### src/rtl/wb_fifo_drain_ctrl.sv
// ============================================================================
// Module   : wb_fifo_drain_ctrl
// Brief    : Wishbone sequencer that polls a FIFO word count, bursts single
//            word reads and forwards each word on a valid/ready stream.
//            Optional watchdog: define DRAIN_CTRL_WATCHDOG_EN.
// Revision : 1.0 - initial release
// ============================================================================
`default_nettype none

module wb_fifo_drain_ctrl #(
    parameter int ADR_W     = 4,
    parameter int BURST_MAX = 8,
    parameter int POLL_GAP  = 4
) (
    input  logic        clk_i,
    input  logic        rst_i,
    input  logic        en_i,
    output logic        wbs_cyc_o,
    output logic        wbs_stb_o,
    input  logic        wbs_ack_i,
    input  logic [31:0] wbs_dat_i,
    output logic        wbd_cyc_o,
    output logic        wbd_stb_o,
    input  logic        wbd_ack_i,
    input  logic [31:0] wbd_dat_i,
    output logic        m_valid_o,
    input  logic        m_ready_i,
    output logic [31:0] m_data_o,
    output logic        busy_o,
    output logic [15:0] word_cnt_o,
    output logic        err_o
);

    localparam logic [2:0] c_IDLE = 3'd0;
    localparam logic [2:0] c_POLL = 3'd1;
    localparam logic [2:0] c_GAP  = 3'd2;
    localparam logic [2:0] c_READ = 3'd3;
    localparam logic [2:0] c_PUSH = 3'd4;

    localparam int c_CNT_W = ADR_W + 1;
    localparam int c_GAP_W = (POLL_GAP > 1) ? $clog2(POLL_GAP) : 1;
    localparam logic [c_CNT_W-1:0] c_BURST    = c_CNT_W'(BURST_MAX);
    localparam logic [c_GAP_W-1:0] c_GAP_LAST = c_GAP_W'(POLL_GAP - 1);

    logic [2:0]         r_state;
    logic               r_wbs_stb;
    logic               r_wbd_stb;
    logic               r_valid;
    logic [31:0]        r_data;
    logic [c_CNT_W-1:0] r_rem;
    logic [c_GAP_W-1:0] r_gap;
    logic [15:0]        r_word_cnt;

    logic [c_CNT_W-1:0] w_count;
    logic [c_CNT_W-1:0] w_clamp;
    logic               w_timeout;
    logic               w_status_unused;

    assign w_count         = wbs_dat_i[c_CNT_W-1:0];
    assign w_clamp         = (w_count > c_BURST) ? c_BURST : w_count;
    assign w_status_unused = ^wbs_dat_i[31:c_CNT_W];

`ifdef DRAIN_CTRL_WATCHDOG_EN
    logic [7:0] r_wdog;
    logic       r_err;
    logic       w_stb_any;
    logic       w_ack_any;

    assign w_stb_any = r_wbs_stb | r_wbd_stb;
    assign w_ack_any = (r_wbs_stb & wbs_ack_i) | (r_wbd_stb & wbd_ack_i);
    // Fires on the 255th consecutive strobe cycle without an ack.
    assign w_timeout = w_stb_any && !w_ack_any && (r_wdog == 8'd254);

    always_ff @(posedge clk_i or posedge rst_i) begin
        if (rst_i) begin
            r_wdog <= 8'd0;
            r_err  <= 1'b0;
        end else begin
            if (!w_stb_any || w_ack_any || w_timeout) begin
                r_wdog <= 8'd0;
            end else begin
                r_wdog <= r_wdog + 8'd1;
            end
            if (w_timeout) begin
                r_err <= 1'b1;
            end
        end
    end

    assign err_o = r_err;
`else
    assign w_timeout = 1'b0;
    assign err_o     = 1'b0;
`endif

    always_ff @(posedge clk_i or posedge rst_i) begin
        if (rst_i) begin
            r_state    <= c_IDLE;
            r_wbs_stb  <= 1'b0;
            r_wbd_stb  <= 1'b0;
            r_valid    <= 1'b0;
            r_data     <= 32'd0;
            r_rem      <= '0;
            r_gap      <= '0;
            r_word_cnt <= 16'd0;
        end else if (w_timeout) begin
            r_wbs_stb <= 1'b0;
            r_wbd_stb <= 1'b0;
            r_rem     <= '0;
            r_state   <= c_IDLE;
        end else begin
            case (r_state)
                c_IDLE: begin
                    if (en_i) begin
                        r_state <= c_POLL;
                    end
                end
                c_POLL: begin
                    // Strobe rises one edge after entry and drops on the ack edge.
                    if (!r_wbs_stb) begin
                        r_wbs_stb <= 1'b1;
                    end else if (wbs_ack_i) begin
                        r_wbs_stb <= 1'b0;
                        r_rem     <= w_clamp;
                        if (w_clamp == '0) begin
                            r_gap   <= '0;
                            r_state <= c_GAP;
                        end else if (en_i) begin
                            r_state <= c_READ;
                        end else begin
                            r_state <= c_IDLE;
                        end
                    end
                end
                c_GAP: begin
                    if (r_gap == c_GAP_LAST) begin
                        r_gap   <= '0;
                        r_state <= en_i ? c_POLL : c_IDLE;
                    end else begin
                        r_gap <= r_gap + 1'b1;
                    end
                end
                c_READ: begin
                    if (!r_wbd_stb) begin
                        r_wbd_stb <= 1'b1;
                    end else if (wbd_ack_i) begin
                        r_wbd_stb <= 1'b0;
                        r_data    <= wbd_dat_i;
                        r_valid   <= 1'b1;
                        r_rem     <= r_rem - 1'b1;
                        r_state   <= c_PUSH;
                    end
                end
                c_PUSH: begin
                    if (m_ready_i) begin
                        r_valid    <= 1'b0;
                        r_word_cnt <= r_word_cnt + 16'd1;
                        if (!en_i) begin
                            r_state <= c_IDLE;
                        end else if (r_rem != '0) begin
                            r_state <= c_READ;
                        end else begin
                            r_state <= c_POLL;
                        end
                    end
                end
                default: begin
                    r_state <= c_IDLE;
                end
            endcase
        end
    end

    assign wbs_cyc_o  = r_wbs_stb;
    assign wbs_stb_o  = r_wbs_stb;
    assign wbd_cyc_o  = r_wbd_stb;
    assign wbd_stb_o  = r_wbd_stb;
    assign m_valid_o  = r_valid;
    assign m_data_o   = r_data;
    assign busy_o     = (r_state != c_IDLE);
    assign word_cnt_o = r_word_cnt;

endmodule

`default_nettype wire

### config.mk
export PLATFORM = sky130hd
export DESIGN_NAME = wb_fifo_drain_ctrl
export DESIGN_NICKNAME = d
export VERILOG_FILES = /design/src/rtl/wb_fifo_drain_ctrl.sv
export SDC_FILE = /design/constraint.sdc
export NUM_CORES = 1
export LEC_CHECK = 0
export BUFFER_PORTS_ARGS = -buffer_cell sky130_fd_sc_hd__buf_2
export CAP_MARGIN = 20
export CORE_UTILIZATION = 50
export DETAILED_ROUTE_END_ITERATION = 10
export PLACE_DENSITY = 0.95
export RECOVER_POWER = 100
export REMOVE_ABC_BUFFERS = 1
export SYNTH_ARGS = -nofsm -noshare
export SYNTH_HDL_FRONTEND = slang
export SYNTH_SLANG_ARGS = --single-unit
### constraint.sdc
create_clock -name clk_i -period 2.6 [get_ports clk_i]
set_input_delay 0.26 -clock clk_i [delete_from_list [all_inputs] [get_ports clk_i]]
set_output_delay 0.26 -clock clk_i [all_outputs]
set_load 0.02 [all_outputs]
; ---- After elaboration in Yosys (flattened, before gate mapping)
; Index checks and enable logic that the tools add are counted.
[word_totals]
ram_bits = 0
input_bits = 70
regBits = 61
romBits = 0
latch_bits = 0
out_inout_bits = 55
elab_cells = 70
n_memories = 0
[classes]
reduce_logical = 13
n_div = 0
eq_ne = 13
bitwise = 0
order_cmp = 1
n_shift = 0
n_mul = 0
mux = 32
add_sub_neg = 3
[ops]
columns = op, count
row1 = 2-to-1 mux 5 bit, 5
row2 = 2-to-1 mux 3 bit, 7
row3 = adder 16 x 1 -> 16 bit (second input constant), 1
row4 = 2-to-1 mux 2 bit, 8
row5 = inequality test 2 bit (second input constant), 8
row6 = one-hot mux 3 bit (5 select lines), 1
row7 = one-hot mux 5 bit (2 select lines), 1
row8 = 2-to-1 mux 1 bit, 8
row9 = AND reduction 4 bit, 2
row10 = AND reduction 7 bit, 1
row11 = equality test 3 x 2 -> 1 bit (second input constant), 2
row12 = nonzero test 2 bit, 3
row13 = > comparator 5 x 4 -> 1 bit (second input constant), 1
row14 = logical NOT 5 bit, 1
row15 = AND reduction 5 bit, 1
row16 = nonzero test 5 bit, 1
row17 = subtractor 5 x 1 -> 5 bit (second input constant), 1
row18 = one-hot mux 2 bit (2 select lines), 1
row19 = equality test 3 x 1 -> 1 bit (second input constant), 1
row20 = equality test 3 bit (second input constant), 1
row21 = logical NOT 3 bit, 1
row22 = AND reduction 3 bit, 1
row23 = nonzero test 3 bit, 1
row24 = adder 2 x 1 -> 2 bit (second input constant), 1
row25 = other kinds (3), 3

; ---- Depth between registers and ports, before layout
[depth]
depth_word = 7
ltp_mapped = 6

; ---- Worst setup path before layout
; OpenSTA, ideal clock, no wires.
[synth_timing]
kind = reg-to-reg
from = register r_state[2]
to = register r_data[0], in the netlist m_data_o[0]
setup_ns = 0.125
arrival_ns = 1.526
path_stages_with_launch = 6
setup_slack_ns = 0.949
n_path_buf = 2
t_required_ns = 2.475
period_less_slack_ns = 1.651
cell_sequence = dfrtp_1 buf_2 nand3b_2 nor2_4 buf_6 mux2_2
[synth_via]
elab_chain_cells = 2
[synth_lines]
columns = item, line
row1 = start: declaration, 45  ; logic [2:0] r_state;
row2 = start signal: assignment, 98  ; r_state <= c_IDLE;
row3 = start signal: assignment, 110  ; r_state <= c_IDLE;
row4 = start signal: assignment, 115  ; r_state <= c_POLL;
row5 = equality test 3 x 2 -> 1 bit, 112  ; case (r_state)
row6 = AND reduction 3 bit (no line), --
row7 = end signal: assignment, 148  ; r_data <= wbd_dat_i;
row8 = end: declaration, 49  ; logic [31:0] r_data;
; No other way between the ends.
; A chain may end at the register's enable or synchronous reset.

; ---- Worst setup path after layout
[layout_timing]
from = register r_state[1]
to = register r_word_cnt[15], in the netlist word_cnt_o[15]
[layout_via]
elab_chain_cells = 2
[layout_lines]
columns = item, line
row1 = equality test 3 bit, 112
row2 = AND reduction 2 bit (no line), --
row3 = end signal: assignment, 157  ; r_word_cnt <= r_word_cnt + 16'd1;
row4 = end: declaration, 52  ; logic [15:0] r_word_cnt;
; No other way between the ends.

==> out/qor.yml <==
max_freq_ghz: 0.482
port_buffers: 96
cts_htree_levels: 3
p_leak_nw: 1.55
setup_viol_count_final: 0
r2r-start: "r_state[1]"
antenna_left: 0
seq_area_frac_synth_pct: 55.5
cts_made_buffers: 9
combPwrFrac_pct: 36.9
grt_pass1_vias: 2085
p_total_w: 0.00383
critPathLaunch: "r_state[1]"
cap_violations: 0
status: "complete, no violations"
p_sw_share_pct: 37.8
rsz0062_at_grt: "no"
hpwl_um: 3890
p_int_w: 0.00239
hold_depth: 2
cts_tree: "yes"
dieHeight_um: 76.2
synth_edf_count: 0
cts_setup_buffers: 0
worst_ep_required_time_ns: 2.85
clk_latency_ns: 0.32
synth_area_per_cell_um2: 12.4
critPathKind: "reg2reg"
drive_above_1_share_pct: 30.2
slew_headroom_pct: 1.40
num_antenna_cells: 0
async_reset_ff_share_pct: 100
layout_setup_ws_ns: 0.526
ys_ff_latch: 61
via_per_inst: 5.20
slew_violations: 0
cp-endpoint: "word_cnt_o[15]"
ys_warn_count: 0
cellPowerDensity_nw_per_um2: 1130
reg2reg_slack_ns: 0.53
grt_max_degree: 62
rows: 26
stdcell_area_um2: 3380
antenna_found_initial: 0
preCtsSetupSlack_ns: 0.762
die-area_um2: 5810
seqPwrFrac_pct: 40.7
clock-sinks: 61
clkTransAtPathRegs_ns: 0.07
path_max_fanout: 16
r2r_cells: 5
wl_per_cell_um: 13.7
grt_overflow: 0
synthFlopType: "dfrtp_1"
num_vias: 2068
clkPwrFrac_pct: 22.4
peakVddDrop_uv: 582
worstPathArrival_ns: 2.32
io-pin-count: 125
fin_nets: 396
coreArea_um2: 5200
reg2reg_to: "word_cnt_o[15]"
cts_resized: 0
gp_congestion: 0.851
fin_crit_ns: 2.07
holdWs_ns: 0.161
grt_usage_pct: 20.2
period_share_pct: 79.8
synth.distinct_cells: 50
die_w_um: 76.2
drt_pass1_iterations: 4
hold_viol_final: 0
start_util_pct: 52.9
p_switching_w: 0.00145
skew_ns: 0.0109
synthCells: 222
worstSetupEndpointType: "flop"
clockRootBuffer: "clkbuf_8"
place_area_um2: 3280
grt_pass1_wl_um: 9290
tightestPinTransition_ns: 1.48
fin_tns_setup_ns: 0
wl_um: 5460
clk_path_buf_depth: 2
cts-hold-fix-buffers: 0
area_growth_pct: 22.9
drc: 0
syn-cell-area_um2: 2750
cp-start-kind: "flop"
hold_class: "in2reg"
drt_iter0_markers: 117
cells in the final DEF, fill, tap and decap left out, drive strengths merged, types with 4 or more instances in the layout:
cell,synthesis,layout
clkbuf,2,68
dfrtp,61,61
buf,8,44
mux2,35,35
nor2,13,13
nand2,11,11
inv,10,10
xnor2,8,8
o21ai,8,8
xor2,7,7
nand3,6,6
nand4,5,5
nor3,4,4
power by group through the flow:
| stage | registers (W) | clock network (W) | logic [W] |
|---|---|---|---|
| finish | 0.00156 | 0.000860 | 0.00142 |
| global route | 0.00161 | 0.000923 | 0.00155 |
| CTS | 0.00155 | 0.000877 | 0.00152 |
| detailed placement | 0.00157 | 0 | 0.00152 |
| global placement | 0.00154 | 0 | 0.00147 |
| floorplan | 0.00191 | 0 | 0.000659 |
worst max-delay path, cell delays in order (launching register included):
cell and delay (ns):
dfrtp_1 0.55, nor4bb_2 0.33, clkbuf_1 0.31, nand4_1 0.24, nor4_1 0.38, xor2_1 0.18
cells by family after synthesis:
| family | after synthesis | synth area share, % |
|---|---|---|
| flip-flops | 61 | 55.5 |
| AND/OR/NAND/NOR | 59 | 13.0 |
| multiplexers | 35 | 14.3 |
| AO/OA/AOI/OAI | 28 | 6.77 |
| buffers and inverters | 20 | 4.14 |
| XOR/XNOR | 15 | 4.77 |
| adder cells (fa/ha/maj) | 3 | 1.36 |
| other | 1 | 0.136 |
routing by layer:
layer / vias up / global-route usage [%] / part of all wire, %
li1: 991 / - / -
met1: 994 / 24.1 / 43
met2: 72 / 33.9 / 50
met3: 11 / 5.15 / 5.6
met4: 0 / 10.2 / 1.9
met5: - / 0 / 0
how the worst min path moves through the flow:
| stage | slack [ns] | end | from |
|---|---|---|---|
| 3_5_place_dp | 0.45 | word_cnt_o[15] | word_cnt_o[15] |
| 4_1_cts | 0.15 | m_data_o[20] | wbd_dat_i[20] |
| 2_1_floorplan | 0.36 | r_state[2] | m_ready_i |
| 6_report | 0.16 | m_data_o[20] | wbd_dat_i[20] |
| 3_3_place_gp | 0.46 | word_cnt_o[15] | word_cnt_o[15] |
| 5_1_grt | 0.16 | m_data_o[28] | wbd_dat_i[28] |
registers in the layout (all words and copies together), names as in the netlist:
| signal | flops |
|---|---|
| m_data_o | 32 |
| word_cnt_o | 16 |
| r_rem | 5 |
| r_state | 3 |
| r_gap | 2 |
| m_valid_o | 1 |
| wbd_cyc_o | 1 |
| wbs_cyc_o | 1 |
through the flow:
step / utilization [%] / cells
floorplan: - / 212
global placement: 63.0 / 382
detailed placement: 63.0 / 382
CTS: 67.1 / 398
global route: 65.0 / 398
finish: 65.0 / 398
cells in the mapped netlist (3+ instances only):
cell,n,area (um2)
xnor2_1,8,70.1
nand3_1,6,30.0
a31oi_1,3,18.8
nor2_1,12,45.0
a21oi_1,3,15.0
ha_1,3,37.5
nand4_1,4,25.0
buf_6,3,33.8
mux2_2,34,383
o22ai_1,3,18.8
buf_4,4,30.0
dfrtp_1,61,1530
xor2_1,7,61.3
nor3_1,4,20.0
inv_1,10,37.5
o21ai_0,8,40.0
nand2_1,11,41.3
cell type report:
type                       count  area, um2
multi-input combinational    141       1080
sequential                    61       1530
tap                           70       87.6
fill                         443       1820
clock buffer                  12        165
clock inverter                 4       45.0
inverter                      10       37.5
timing repair buffer         100        437
No activity file was read; power rests on OpenSTA's default activity.
